## src/rtl/set_assoc_cache_ctrl_if.sv

```systemverilog
// CPU-side load/store bus and RAM-side bus of the set-associative cache controller.
// The controller takes the slave modport; the CPU/RAM environment takes the master modport.
interface set_assoc_cache_ctrl_if #(
  parameter int ADDR_W = 6,
  parameter int DATA_W = 8,
  parameter int CNT_W  = 16
);
  logic              cpu_req;
  logic              cpu_we;
  logic [ADDR_W-1:0] cpu_addr;
  logic [DATA_W-1:0] cpu_wdata;
  logic              cpu_ready;
  logic              resp_valid;
  logic [DATA_W-1:0] resp_data;
  logic              hit;
  logic              miss;
  logic              mem_req;
  logic              mem_we;
  logic [ADDR_W-1:0] mem_addr;
  logic [DATA_W-1:0] mem_wdata;
  logic              mem_ack;
  logic [DATA_W-1:0] mem_rdata;
  logic [CNT_W-1:0]  hit_count;
  logic [CNT_W-1:0]  miss_count;

  modport slave (
    input  cpu_req, cpu_we, cpu_addr, cpu_wdata, mem_ack, mem_rdata,
    output cpu_ready, resp_valid, resp_data, hit, miss,
           mem_req, mem_we, mem_addr, mem_wdata, hit_count, miss_count
  );

  modport master (
    output cpu_req, cpu_we, cpu_addr, cpu_wdata, mem_ack, mem_rdata,
    input  cpu_ready, resp_valid, resp_data, hit, miss,
           mem_req, mem_we, mem_addr, mem_wdata, hit_count, miss_count
  );
endinterface

```

## src/rtl/set_assoc_cache_ctrl.sv

```systemverilog
// N-way set-associative, write-through/write-allocate cache controller with per-set FIFO
// replacement, req/ack handshakes on both sides and saturating hit/miss counters.
module set_assoc_cache_ctrl #(
  parameter int ADDR_W = 6,
  parameter int DATA_W = 8,
  parameter int SETS   = 4,
  parameter int WAYS   = 4,
  parameter int CNT_W  = 16
) (
  input logic                  clk,
  input logic                  reset,
  set_assoc_cache_ctrl_if.slave bus
);
  localparam int IDX_W = $clog2(SETS);
  localparam int TAG_W = ADDR_W - IDX_W;
  localparam int WAY_W = $clog2(WAYS);

  typedef enum logic [1:0] {IDLE, LOOKUP, MEM, RESP} state_t;

  state_t            state_reg, state_next;
  logic              we_reg;
  logic [ADDR_W-1:0] addr_reg;
  logic [DATA_W-1:0] wdata_reg;
  logic [DATA_W-1:0] resp_data_reg;
  logic              hit_reg;
  logic [CNT_W-1:0]  hit_cnt_reg, miss_cnt_reg;
  logic [SETS-1:0]   valid_reg [WAYS];
  logic [WAY_W-1:0]  fifo_ptr_reg [SETS];
  logic [TAG_W-1:0]  tag_mem [WAYS][SETS];
  logic [DATA_W-1:0] data_mem [WAYS][SETS];

  logic [IDX_W-1:0]  idx;
  logic [TAG_W-1:0]  tag;
  logic [WAYS-1:0]   valid_vec, hit_vec;
  logic              lookup_hit, all_valid;
  logic [WAY_W-1:0]  hit_way, inv_way, victim_way, line_way;
  logic              line_wr, evict;
  logic [DATA_W-1:0] line_data;

  assign idx = addr_reg[IDX_W-1:0];
  assign tag = addr_reg[ADDR_W-1:IDX_W];

  generate
    for (genvar gi = 0; gi < WAYS; gi++) begin : g_way
      assign valid_vec[gi] = valid_reg[gi][idx];
      assign hit_vec[gi]   = valid_vec[gi] && (tag_mem[gi][idx] == tag);
    end
  endgenerate

  assign lookup_hit = |hit_vec;
  assign all_valid  = &valid_vec;

  // Descending scan so the lowest-numbered matching/invalid way wins.
  always_comb begin
    hit_way = '0;
    inv_way = '0;
    for (int w = WAYS - 1; w >= 0; w--) begin
      if (hit_vec[w])
        hit_way = WAY_W'(w);
      if (!valid_vec[w])
        inv_way = WAY_W'(w);
    end
  end

  assign victim_way = all_valid ? fifo_ptr_reg[idx] : inv_way;

  // Line writes: write hit/allocate during LOOKUP, read-miss fill on the RAM ack.
  assign line_wr   = ((state_reg == LOOKUP) && we_reg) ||
                     ((state_reg == MEM) && bus.mem_ack && !we_reg);
  assign line_way  = ((state_reg == LOOKUP) && lookup_hit) ? hit_way : victim_way;
  assign line_data = (state_reg == LOOKUP) ? wdata_reg : bus.mem_rdata;
  assign evict     = line_wr && all_valid && !((state_reg == LOOKUP) && lookup_hit);

  always_ff @(posedge clk or posedge reset) begin
    if (reset)
      state_reg <= IDLE;
    else
      state_reg <= state_next;
  end

  always_comb begin
    state_next = state_reg;
    case (state_reg)
      IDLE:    if (bus.cpu_req) state_next = LOOKUP;
      LOOKUP:  state_next = (!we_reg && lookup_hit) ? RESP : MEM;
      MEM:     if (bus.mem_ack) state_next = RESP;
      RESP:    state_next = IDLE;
      default: state_next = IDLE;
    endcase
  end

  always_ff @(posedge clk) begin
    if (line_wr) begin
      tag_mem[line_way][idx]  <= tag;
      data_mem[line_way][idx] <= line_data;
    end
  end

  always_ff @(posedge clk or posedge reset) begin
    if (reset) begin
      for (int w = 0; w < WAYS; w++)
        valid_reg[w] <= '0;
      for (int s = 0; s < SETS; s++)
        fifo_ptr_reg[s] <= '0;
    end else if (line_wr) begin
      valid_reg[line_way][idx] <= 1'b1;
      if (evict)
        fifo_ptr_reg[idx] <= fifo_ptr_reg[idx] + 1'b1;
    end
  end

  always_ff @(posedge clk or posedge reset) begin
    if (reset) begin
      we_reg        <= 1'b0;
      addr_reg      <= '0;
      wdata_reg     <= '0;
      resp_data_reg <= '0;
      hit_reg       <= 1'b0;
      hit_cnt_reg   <= '0;
      miss_cnt_reg  <= '0;
    end else begin
      case (state_reg)
        IDLE: if (bus.cpu_req) begin
          we_reg    <= bus.cpu_we;
          addr_reg  <= bus.cpu_addr;
          wdata_reg <= bus.cpu_wdata;
        end
        LOOKUP: begin
          hit_reg <= lookup_hit;
          if (!we_reg && lookup_hit)
            resp_data_reg <= data_mem[hit_way][idx];
        end
        MEM: if (bus.mem_ack)
          resp_data_reg <= we_reg ? wdata_reg : bus.mem_rdata;
        RESP: begin
          if (hit_reg && (hit_cnt_reg != '1))
            hit_cnt_reg <= hit_cnt_reg + 1'b1;
          if (!hit_reg && (miss_cnt_reg != '1))
            miss_cnt_reg <= miss_cnt_reg + 1'b1;
        end
        default: ;
      endcase
    end
  end

  assign bus.cpu_ready  = (state_reg == IDLE);
  assign bus.resp_valid = (state_reg == RESP);
  assign bus.resp_data  = resp_data_reg;
  assign bus.hit        = (state_reg == RESP) && hit_reg;
  assign bus.miss       = (state_reg == RESP) && !hit_reg;
  assign bus.mem_req    = (state_reg == MEM);
  assign bus.mem_we     = (state_reg == MEM) && we_reg;
  assign bus.mem_addr   = addr_reg;
  assign bus.mem_wdata  = wdata_reg;
  assign bus.hit_count  = hit_cnt_reg;
  assign bus.miss_count = miss_cnt_reg;
endmodule

```

## src/flat_wrapper.sv

```systemverilog
// flat-port wrapper written by rule: the top's interface ports become plain ports
module set_assoc_cache_ctrl_flat 
#(
  parameter int ADDR_W = 6,
  parameter int DATA_W = 8,
  parameter int SETS   = 4,
  parameter int WAYS   = 4,
  parameter int CNT_W  = 16
)
  (clk, reset, bus_cpu_req, bus_cpu_we, bus_cpu_addr, bus_cpu_wdata, bus_mem_ack, bus_mem_rdata, bus_cpu_ready, bus_resp_valid, bus_resp_data, bus_hit, bus_miss, bus_mem_req, bus_mem_we, bus_mem_addr, bus_mem_wdata, bus_hit_count, bus_miss_count);
  set_assoc_cache_ctrl_if #(.ADDR_W(ADDR_W), .DATA_W(DATA_W), .CNT_W(CNT_W)) bus_i ();
  input logic clk;
  input logic reset;
  input wire logic [$bits(bus_i.cpu_req)-1:0] bus_cpu_req;
  input wire logic [$bits(bus_i.cpu_we)-1:0] bus_cpu_we;
  input wire logic [$bits(bus_i.cpu_addr)-1:0] bus_cpu_addr;
  input wire logic [$bits(bus_i.cpu_wdata)-1:0] bus_cpu_wdata;
  input wire logic [$bits(bus_i.mem_ack)-1:0] bus_mem_ack;
  input wire logic [$bits(bus_i.mem_rdata)-1:0] bus_mem_rdata;
  output wire logic [$bits(bus_i.cpu_ready)-1:0] bus_cpu_ready;
  output wire logic [$bits(bus_i.resp_valid)-1:0] bus_resp_valid;
  output wire logic [$bits(bus_i.resp_data)-1:0] bus_resp_data;
  output wire logic [$bits(bus_i.hit)-1:0] bus_hit;
  output wire logic [$bits(bus_i.miss)-1:0] bus_miss;
  output wire logic [$bits(bus_i.mem_req)-1:0] bus_mem_req;
  output wire logic [$bits(bus_i.mem_we)-1:0] bus_mem_we;
  output wire logic [$bits(bus_i.mem_addr)-1:0] bus_mem_addr;
  output wire logic [$bits(bus_i.mem_wdata)-1:0] bus_mem_wdata;
  output wire logic [$bits(bus_i.hit_count)-1:0] bus_hit_count;
  output wire logic [$bits(bus_i.miss_count)-1:0] bus_miss_count;
  assign bus_i.cpu_req = bus_cpu_req;
  assign bus_i.cpu_we = bus_cpu_we;
  assign bus_i.cpu_addr = bus_cpu_addr;
  assign bus_i.cpu_wdata = bus_cpu_wdata;
  assign bus_i.mem_ack = bus_mem_ack;
  assign bus_i.mem_rdata = bus_mem_rdata;
  assign bus_cpu_ready = bus_i.cpu_ready;
  assign bus_resp_valid = bus_i.resp_valid;
  assign bus_resp_data = bus_i.resp_data;
  assign bus_hit = bus_i.hit;
  assign bus_miss = bus_i.miss;
  assign bus_mem_req = bus_i.mem_req;
  assign bus_mem_we = bus_i.mem_we;
  assign bus_mem_addr = bus_i.mem_addr;
  assign bus_mem_wdata = bus_i.mem_wdata;
  assign bus_hit_count = bus_i.hit_count;
  assign bus_miss_count = bus_i.miss_count;
  set_assoc_cache_ctrl #(.ADDR_W(ADDR_W), .DATA_W(DATA_W), .SETS(SETS), .WAYS(WAYS), .CNT_W(CNT_W)) u_core (.clk(clk), .reset(reset), .bus(bus_i));
endmodule
```

## config.mk

```make
export PLATFORM = sky130hd
export DESIGN_NAME = set_assoc_cache_ctrl_flat
export DESIGN_NICKNAME = d
export VERILOG_FILES = /design/src/rtl/set_assoc_cache_ctrl_if.sv /design/src/rtl/set_assoc_cache_ctrl.sv /design/src/flat_wrapper.sv
export SDC_FILE = /design/constraint.sdc
export NUM_CORES = 1
export LEC_CHECK = 0
export BUFFER_PORTS_ARGS = -buffer_cell sky130_fd_sc_hd__buf_4
export CORE_ASPECT_RATIO = 0.9
export CORE_MARGIN = 1
export CORE_UTILIZATION = 58
export DETAILED_ROUTE_END_ITERATION = 16
export PLACE_DENSITY = 0.77
export SYNTH_ARGS = -nofsm -noshare
export SYNTH_HDL_FRONTEND = slang
export SYNTH_SLANG_ARGS = --single-unit
```

## constraint.sdc

```tcl
create_clock -name clk -period 4.4 [get_ports clk]
set_clock_uncertainty 0.1 [all_clocks]
set_input_delay 0.22 -clock clk [delete_from_list [all_inputs] [get_ports clk]]
set_output_delay 0.22 -clock clk [all_outputs]
set_load 0.02 [all_outputs]
```

==> impl_metrics.env, run 1 <==
export IMPL_routed_wl_mm=27.0
export IMPL_area_growth_pct=18.2
export IMPL_die_area_mm2=0.0208
export IMPL_netlist_instances=740
export IMPL_die_y_um=137
export IMPL_cts_tree="yes"
export IMPL_grt_pass1_vias=7309
export IMPL_relSlewSlack_pct=24.1
export IMPL_cap_violations=0
export IMPL_drive_gt1_share_pct=26.5
export IMPL_final_area_mm2=0.0138
export IMPL_grt_util_met1_pct=36.5
export IMPL_largest_reg_flops=128
export IMPL_avgSynthCellArea_um2=15.8
export IMPL_busiest_layer="met2"
export IMPL_synth_top_cell_by_area="edfxtp_1"
export IMPL_grt_overflow_total=0
export IMPL_cts_root_buf="clkbuf_16"
export IMPL_die_w_um=152
export IMPL_antenna_found_initial=0
export IMPL_nFillCells=1213
export IMPL_htreeDepth=1
export IMPL_r2r_slack_ps=350
export IMPL_place_area_mm2=0.0128
export IMPL_fin_total_pwr_mw=9.64
export IMPL_start_kind="register"
export IMPL_grt_use_total_pct=27.0
export IMPL_min_from="bus_mem_rdata[6]"
export IMPL_reg_top3="u_core.data_mem (128), u_core.tag_mem (64)"
export IMPL_final_hold_violation_count=0
export IMPL_min_period_over_period_pct=92.1
export IMPL_syn_nets=773
export IMPL_drc=0
export IMPL_yosys_top_cells_area="edfxtp_1 49%, dfrtp_1 18%, mux4_2 5.8%, mux2_2 3.1%, mux4_1 2.9%"
export IMPL_start_util_pct=60.2
export IMPL_vias_per_cell=6.23
export IMPL_cts_path_max_buffers=3
export IMPL_seqCellArea_mm2=0.00782
export IMPL_grt_max_degree=46
export IMPL_clkLatencyLatePin_ps=540
export IMPL_cp_max_fo=20
export IMPL_post_cts_buffers=0
export IMPL_grt_pass1_wl_mm=41.2
export IMPL_hold_class="in2reg"
export IMPL_min_period_ps=4050
export IMPL_syn_area_mm2=0.0117
export IMPL_critPathRequiredTime_ps=4530
export IMPL_slew_viol_final=0
export IMPL_yosysWarnings=0
export IMPL_ys_async_sr_fraction_pct=29.9
export IMPL_r2r_cells=9
export IMPL_diodes=0
export IMPL_path_class="reg2reg"
export IMPL_cts_sinks=274
export IMPL_portBuffers=86
export IMPL_synth_top_area_share_pct=49.2
export IMPL_rows=48
export IMPL_pin_count=87
export IMPL_cts_clk_slew_worst_paths_ps=60
export IMPL_status="completed"
export IMPL_tightest_slew_ps=1130
export IMPL_endpoint_kind="register"
export IMPL_synth_seq_area_share_pct=66.8
export IMPL_setup_tns_ps=0
export IMPL_min_to="u_core.bus.resp_data[6]"
export IMPL_grt_setup_unrepaired="false"
export IMPL_setup_violations=0
export IMPL_dpl_hpwl_mm=17.8
export IMPL_min_path_cells=5
export IMPL_core_mm2=0.0195
export IMPL_r2r_start="u_core.bus.mem_addr[1]"
export IMPL_vdd_ir_drop_max_v=0.000388
export IMPL_multiInputGateArea_mm2=0.00358
export IMPL_dr_pass1_iters=5
export IMPL_p_leak_nw=5.21
export IMPL_top_register="u_core.data_mem"
export IMPL_grtUsageMet3_pct=5.10
export IMPL_use_met2_pct=44.5
export IMPL_wl_per_cell_um=23.5
export IMPL_drt_antenna_violating_nets=0
export IMPL_rr_endpoint="u_core.data_mem[0][29]"
export IMPL_synth_cell_types=49
export IMPL_final_nets=909
export IMPL_fmax_ghz=0.247
export IMPL_gp_congestion=0.857
export IMPL_vias=7142
export IMPL_synth_seq_cells=274
export IMPL_cts_buffers_inserted=28
export IMPL_ys_flop_type="edfxtp_1"
export IMPL_arrival_ps=4190
export IMPL_synth_edf_count=192
export IMPL_power_density_mw_per_mm2=697
export IMPL_drt_iter0_markers=724
==> synthesized netlist by cell type (4+ instances only) <==
cell type,count
a211o_1,17
edfxtp_1,192
buf_1,5
nor3_1,21
o21bai_1,17
buf_6,4
o22ai_1,8
xnor2_1,32
mux4_1,13
nand4_1,20
dfrtp_1,82
inv_1,27
mux4_2,30
nand2_1,30
nor2_2,4
mux2i_1,21
xor2_1,16
nand3_1,13
a21oi_1,10
buf_2,10
mux2_2,32
o21ai_0,11
ha_1,6
and3_1,5
clkbuf_1,17
nor2_1,46
nand2b_1,8
a311oi_1,16
==> how the worst max path moves through the flow <==
stage                                   endpoint  slack [ps]  cells past startpoint                    from
after floorplan            u_core.data_mem[0][0]         900                     11  u_core.bus.mem_addr[0]
after global placement     u_core.data_mem[1][8]         480                      9  u_core.bus.mem_addr[0]
after detailed placement   u_core.data_mem[1][8]         320                      9  u_core.bus.mem_addr[0]
after CTS                 u_core.data_mem[1][15]         320                      9  u_core.bus.mem_addr[0]
after global routing      u_core.data_mem[1][14]          70                      9  u_core.bus.mem_addr[0]
final                     u_core.data_mem[0][29]         350                      9  u_core.bus.mem_addr[1]
==> logic make-up (layout without fill, tap and decap cells) <==
| kind of cell | Yosys count | count (layout) | synth area share [%] |
|---|---|---|---|
| multiplexers | 98 | 98 | 13.8 |
| XOR/XNOR | 48 | 48 | 3.59 |
| buffers and inverters | 65 | 222 | 2.68 |
| AND/OR/NAND/NOR | 158 | 158 | 6.68 |
| adder cells (fa/ha/maj) | 6 | 6 | 0.641 |
| flip-flops | 274 | 274 | 66.8 |
| AO/OA/AOI/OAI | 91 | 91 | 5.91 |
==> power breakdown <==
group          internal (mW)  total (mW)  switching (mW)
registers               3.35        3.72           0.366
logic                   1.48        3.63            2.15
clock network           1.35        2.29           0.946
total                   6.18        9.64            3.46
==> layer usage <==
metal | vias up | part of all wire, %
met5 | - | 0
met4 | 0 | 2.4
met3 | 51 | 9.1
met2 | 383 | 49
met1 | 3599 | 39
li1 | 3109 | -
==> critical path, stage by stage (launching register included) <==
cell and delay [ps]:
dfrtp_2 690, buf_4 370, mux2_2 370, o21ai_0 650, a21boi_0 220, o21ai_0 230
a22oi_1 160, or2_2 420, nor2_1 270, buf_4 270
==> layout by cell type, fill, tap and decap left out, types with 2 or more instances in the layout <==
master and n:
mux2i_1 21, dlygate4sd3_1 19, mux4_1 13, a21oi_2 2, a211o_1 17, o21ai_0 11
clkbuf_1 12, nand2b_1 8, clkbuf_8 3, o21bai_1 17, and3_1 5, o22ai_1 8
and2_1 2, a311oi_1 16, xor2_1 16, dfrtp_2 2, clkinv_8 2, clkinv_1 4
a21oi_1 10, clkbuf_16 28, edfxtp_1 192, mux2_2 32, inv_1 26, or2_2 2
mux2_1 2, nor3_1 21, nor2b_1 3, nand2_1 30, nor2_1 46, nor2_2 4
xnor2_1 32, ha_1 6, mux4_2 30, buf_4 125, dfrtp_1 80, bufinv_16 2
nand3_1 13, nand4_1 20
==> per-stage QoR <==
stage               util (%)  setup slack [ps]  cells  hold WS [ps]
detailed placement      65.5               318   1077           237
floorplan                  -               899    740           271
CTS                     71.1               316   1147         0.945
global route            71.1              71.3   1147          9.87
finish                  71.1               349   1147          7.63
global placement        65.5               476   1077           218
==> layout make-up <==
class	instances	area share, %
inverters	27	0.741
well taps	250	2.26
clock buffers	43	5.69
multi-input cells	401	25.9
flip-flops and latches	274	56.5
clock inverters	8	0.778
repair buffers	144	8.16
==> timing repair <==
action                                  CTS  global route
endpoints found under the setup margin    0             0
endpoints found under the hold margin    55             0
resized for setup                         0             0
hold buffers                             19             0
No activity file was read; power rests on OpenSTA's default activity.
==> run 2: changes to the inputs <==
- ABC_AREA: unset -> 1
- CTS_BUF_LIST: unset -> sky130_fd_sc_hd__clkbuf_8
==> run 2 against run 1 <==
  * Core utilization fell by 1.7 points
  * Global-route usage is 2.1 points higher
  * Critical path depth increased by 5
  * Fmax shrank 0.57%
  * Routed wire length increased by 14%
  * Combinational power increased by 9.4%
  * Critical endpoint is now u_core.data_mem[1][31]
  * Worst setup slack worse by 23 ps
  * Largest power group is now combinational cells
==> impl_metrics.env, run 2 <==
export IMPL_status="completed"
export IMPL_antenna_found_initial=0
export IMPL_min_period_ps=4070
export IMPL_multiInputGateArea_mm2=0.00367
export IMPL_dr_pass1_iters=7
export IMPL_synth_top_cells_by_count="335 x nand2_1, 192 x edfxtp_1, 154 x inv_1, 124 x nand3_1, 82 x dfrtp_1"
export IMPL_setup_tns_ps=0
export IMPL_place_worst_setup_slack_ps=416
export IMPL_ys_async_sr_fraction_pct=29.9
export IMPL_rr_endpoint="u_core.data_mem[1][31]"
export IMPL_netlist_instances=1228
export IMPL_critPathRequiredTime_ps=4570
export IMPL_grt_pass1_wl_mm=47.9
export IMPL_cap_violations=0
export IMPL_largest_reg_flops=128
export IMPL_ys_flop_type="edfxtp_1"
export IMPL_synth_top_cell_by_area="edfxtp_1"
export IMPL_layout_setup_ws_ps=325
export IMPL_relSlewSlack_pct=33.6
export IMPL_hold_ws_ps=19.1
export IMPL_diodes=0
export IMPL_synth_cell_types=35
export IMPL_yosys_top_cells_area="edfxtp_1 47%, dfrtp_1 17%, nand2_1 10%, nand3_1 5.1%, inv_1 4.7%"
export IMPL_die_area_mm2=0.0218
export IMPL_wl_per_cell_um=18.2
export IMPL_syn_area_mm2=0.0123
export IMPL_drt_antenna_violating_nets=0
export IMPL_layout_common_cells="333 x nand2_1, 192 x edfxtp_1, 162 x inv_1, 125 x buf_4, 124 x nand3_1"
export IMPL_area_growth_pct=17.3
export IMPL_cts_root_buf="clkbuf_8"
export IMPL_yosysMostFrequentCell="nand2_1"
export IMPL_endpoint_kind="register"
export IMPL_drive_gt1_share_pct=15.2
export IMPL_grt_pass1_vias=9128
export IMPL_r2r_slack_ps=330
export IMPL_cts_buffers_inserted=42
export IMPL_die_w_um=155
export IMPL_avgSynthCellArea_um2=10.0
export IMPL_cp_max_fo=14
export IMPL_start_util_pct=59.2
export IMPL_final_hold_violation_count=0
export IMPL_min_path_cells=3
export IMPL_min_period_over_period_pct=92.6
export IMPL_power_density_mw_per_mm2=676
export IMPL_fmax_ghz=0.245
export IMPL_cts_tree="yes"
export IMPL_core_mm2=0.0208
export IMPL_setup_violations=0
export IMPL_gp_congestion=0.954
export IMPL_portBuffers=86
export IMPL_path_class="reg2reg"
export IMPL_min_from="bus_mem_ack"
export IMPL_grt_overflow_total=0
export IMPL_htreeDepth=2
export IMPL_cts_path_max_buffers=3
export IMPL_top_register="u_core.data_mem"
export IMPL_vdd_ir_drop_max_v=0.000489
export IMPL_drt_iter0_markers=759
export IMPL_grt_max_degree=65
export IMPL_routed_wl_mm=30.8
export IMPL_grt_setup_unrepaired="false"
export IMPL_synth_seq_cells=274
export IMPL_yosysWarnings=0
export IMPL_syn_nets=1261
export IMPL_cts_sinks=274
export IMPL_r2r_cells=14
export IMPL_cts_clk_slew_worst_paths_ps=60
export IMPL_synth_top_area_share_pct=46.9
export IMPL_rows=50
export IMPL_pin_count=87
export IMPL_die_y_um=140
export IMPL_vias=9309
export IMPL_p_leak_nw=6.48
export IMPL_grt_use_total_pct=29.1
export IMPL_synth_seq_area_share_pct=63.6
export IMPL_arrival_ps=4240
export IMPL_drc=0
export IMPL_tightest_slew_ps=995
export IMPL_hold_class="in2reg"
export IMPL_reg_top3="u_core.data_mem (128), u_core.tag_mem (64)"
export IMPL_post_cts_buffers=0
export IMPL_vias_per_cell=5.50
export IMPL_r2r_start="u_core.bus.mem_addr[1]"
export IMPL_dpl_hpwl_mm=20.1
export IMPL_synth_edf_count=192
export IMPL_seqCellArea_mm2=0.00782
export IMPL_final_nets=1406
export IMPL_nFillCells=1565
export IMPL_start_kind="register"
export IMPL_min_to="u_core.state_reg[0]"
export IMPL_layout_commonest_cell="nand2_1"
export IMPL_clkLatencyLatePin_ps=560
export IMPL_slew_viol_final=0
==> run 2: cell families (layout without fill, tap and decap cells) <==
family | after synthesis | after routing | share of synthesized area (%)
AOI/OAI and AO/OA | 85 | 85 | 3.83
and+or+nand+nor | 616 | 616 | 22.1
muxes | 11 | 11 | 1.01
DFF | 274 | 274 | 63.6
xor gates and xnor gates | 32 | 32 | 2.28
buffers and inverters | 204 | 383 | 6.57
adders and majority gates | 6 | 6 | 0.611
==> run 2: through the flow <==
stage	util [%]	cells	instance area, µm²	power [mW]
after floorplan	-	1228	12300	6.22
after global placement	64.5	1597	13400	7.54
after detailed placement	64.5	1597	13400	7.61
after CTS	69.4	1693	14400	9.69
after global routing	69.4	1693	14400	10.3
final	69.4	1693	14400	9.74
==> run 2: layer usage <==
metal / share of wire [%] / GRT usage [%]
met5: 0 / 0
met4: 3.2 / 11.3
met3: 8.2 / 5.23
met2: 47 / 47.1
met1: 42 / 39.4
==> run 2: how the worst max path moves through the flow <==
stage | start | endpoint | slack [ps] | cells past startpoint
CTS | u_core.bus.mem_addr[1] | u_core.data_mem[1][30] | 410 | 14
global route | u_core.bus.mem_addr[1] | u_core.data_mem[1][30] | 7 | 16
detailed placement | u_core.bus.mem_addr[1] | u_core.data_mem[1][31] | 420 | 14
global placement | u_core.bus.mem_addr[1] | u_core.bus.resp_data[3] | 590 | 16
floorplan | u_core.bus.mem_addr[1] | u_core.data_mem[2][16] | 1270 | 14
finish | u_core.bus.mem_addr[1] | u_core.data_mem[1][31] | 330 | 14
==> run 2: area by class of cell <==
class	count	area share [%]
flip-flops and latches	274	54.3
clock inverters	33	1.41
multi-input cells	750	25.5
inverters	161	4.20
repair buffers	144	7.90
well taps	286	2.48
clock buffers	45	4.30
==> run 2: timing repair <==
item | 4_1_cts | 5_1_grt
hold buffers | 18 | 0
hold endpoints to repair | 57 | 0
gates resized for setup | 0 | 0
==> run 2: worst max-delay path: stages, from the launching register on <==
cell	delay [ps]
dfrtp_1	610
inv_1	310
nor2_2	560
nand2_1	120
nand3_1	190
nand2_1	80
nor2_1	130
nand3_2	170
nand3_1	150
nand2_1	140
o21ai_0	140
o21a_1	210
nand2_1	140
nor2_1	470
buf_4	290
==> run 2: power breakdown <==
part / total [mW] / internal [mW] / switching, mW
Combinational: 3.97 / 1.22 / 2.74
Clock: 2.07 / 1.07 / 0.991
Sequential: 3.71 / 3.44 / 0.269
Total: 9.74 / 5.74 / 4.00
==> run 3: changes to the inputs <==
- REMOVE_ABC_BUFFERS: unset -> 1
==> run 3 against run 2 <==
  * Die area is the same
  * Power is 1.2% higher
  * First-iteration DRC count up 3.2%
  * Largest power group unchanged
  * Highest routed layer unchanged
  * Routed wire length decreased by 1.9%
  * Sequential share of layout area fell by 0.57 points
  * Sequential power is essentially flat
  * Critical endpoint is now u_core.data_mem[3][27]
==> impl_metrics.env, run 3 (synthesis results as in run 2) <==
export IMPL_p_leak_nw=6.57
export IMPL_gp_congestion=0.959
export IMPL_vias=9276
export IMPL_start_util_pct=59.2
export IMPL_routed_wl_mm=30.2
export IMPL_grt_util_met1_pct=38.9
export IMPL_grt_pass1_vias=9089
export IMPL_cts_sinks=274
export IMPL_ctsResizeCount=0
export IMPL_cts_hold_buffers_added=24
export IMPL_die_area_mm2=0.0218
export IMPL_die_w_um=155
export IMPL_slew_viol_final=0
export IMPL_portBuffers=86
export IMPL_cts_buffers_inserted=43
export IMPL_critPathRequiredTime_ps=4550
export IMPL_arrival_ps=4140
export IMPL_start_kind="register"
export IMPL_worstPathCellList="inv_1, nor2_2, nand2_1, nand4_1, nand2_1, nand2_1, nor2_1, nand3_2, buf_4, a21oi_1, a21oi_2, nand2_1, nor2_1, buf_4"
export IMPL_largest_reg_flops=128
export IMPL_grtUsageMet3_pct=5.01
export IMPL_cpPeakStageDelay_ps=580
export IMPL_cts_path_max_buffers=3
export IMPL_antenna_found_initial=0
export IMPL_path_class="reg2reg"
export IMPL_cts_clk_slew_worst_paths_ps=60
export IMPL_area_growth_pct=18.5
export IMPL_top_register="u_core.data_mem"
export IMPL_die_y_um=140
export IMPL_min_period_over_period_pct=90.8
export IMPL_layout_commonest_cell="nand2_1"
export IMPL_post_cts_buffers=0
export IMPL_relSlewSlack_pct=31.3
export IMPL_hold_class="in2reg"
export IMPL_core_mm2=0.0208
export IMPL_reg_top3="u_core.data_mem (128), u_core.tag_mem (64)"
export IMPL_vias_per_cell=5.43
export IMPL_place_area_mm2=0.0135
export IMPL_final_nets=1419
export IMPL_hold_ws_ps=25.8
export IMPL_endpoint_kind="register"
export IMPL_drt_antenna_violating_nets=0
export IMPL_cp_max_fo=46
export IMPL_layout_common_cells="333 x nand2_1, 192 x edfxtp_1, 168 x inv_1, 131 x buf_4, 124 x nand3_1"
export IMPL_cts_root_buf="clkbuf_8"
export IMPL_critPathTopFamily="simple AND/OR/NAND/NOR gates"
export IMPL_wl_per_cell_um=17.7
export IMPL_power_density_mw_per_mm2=677
export IMPL_status="completed"
export IMPL_drt_iter0_markers=783
export IMPL_grt_use_total_pct=28.7
export IMPL_cp_buffers_inverters=3
export IMPL_final_area_mm2=0.0146
export IMPL_dr_pass1_iters=7
export IMPL_htreeDepth=2
export IMPL_fmax_ghz=0.250
export IMPL_drc=0
export IMPL_critical_path_most_common_cell="nand2_1"
export IMPL_diodes=0
export IMPL_setup_violations=0
export IMPL_use_met2_pct=46.4
export IMPL_pin_count=87
export IMPL_grt_overflow_total=0
export IMPL_dpl_hpwl_mm=19.9
export IMPL_tightest_slew_ps=1030
export IMPL_drive_gt1_share_pct=15.4
export IMPL_clkLatencyLatePin_ps=550
export IMPL_grt_pass1_wl_mm=47.7
export IMPL_fin_total_pwr_mw=9.86
export IMPL_busiest_layer="met2"
export IMPL_vdd_ir_drop_max_v=0.000434
export IMPL_grt_max_degree=65
export IMPL_final_hold_violation_count=0
export IMPL_cts_tree="yes"
export IMPL_min_period_ps=4000
export IMPL_grt_setup_unrepaired="false"
export IMPL_cap_violations=0
export IMPL_rows=50
export IMPL_slowest_stage="dfrtp_1"
## run 3: worst reg2reg max path, stage by stage (launching register included)
cell and delay, ps:
dfrtp_1 580, inv_1 130, nor2_2 460, nand2_1 160
nand4_1 130, nand2_1 60, nand2_1 70, nor2_1 50
nand3_2 120, buf_4 470, a21oi_1 150, a21oi_2 190
nand2_1 160, nor2_1 570, buf_4 300
## run 3: cell type report
type / count / area, µm²
clock buffers: 50 / 688
clock inverters: 30 / 183
fillers: 1563 / 6210
inverters: 161 / 606
multi-input cells: 750 / 3670
flip-flops and latches: 274 / 7820
well taps: 286 / 358
repair buffers: 156 / 1240
## run 3: power breakdown
group          switching, mW  leakage, nW  total (mW)  internal [mW]
combinational           2.77         3.34        4.03           1.26
sequential             0.251         2.73        3.69           3.44
clock                  0.982        0.495        2.14           1.16
total                   4.00         6.57        9.86           5.85
## run 3: through the flow
step	util, %	TNS [ps]	std cells	setup slack (ps)
floorplan	-	-65690	1185	-760
global placement	64.8	0	1603	589
detailed placement	64.8	0	1603	496
CTS	70.1	0	1707	480
global route	70.1	0	1707	143
finish	70.1	0	1707	403
## run 3: final timing paths
kind / startpoint / endpoint / slack, ps / cells after the start
min in group asynchronous: reset / u_core.bus.miss_count[15] / 230 / 3
hold reg to reg: u_core.valid_reg[11] / u_core.valid_reg[11] / 380 / 1
max in group asynchronous: reset / u_core.bus.hit_count[5] / 2950 / 4
setup reg to reg: u_core.bus.mem_addr[1] / u_core.data_mem[3][27] / 400 / 14
hold / removal: bus_mem_rdata[5] / u_core.bus.resp_data[5] / 30 / 5
setup / recovery: u_core.bus.mem_addr[1] / u_core.data_mem[3][27] / 400 / 14
## run 3: layer usage
layer	share of wire, %	wire [µm]
met2	48	14500
met5	0	0
met3	7.3	2200
met4	2.9	886
met1	42	12600
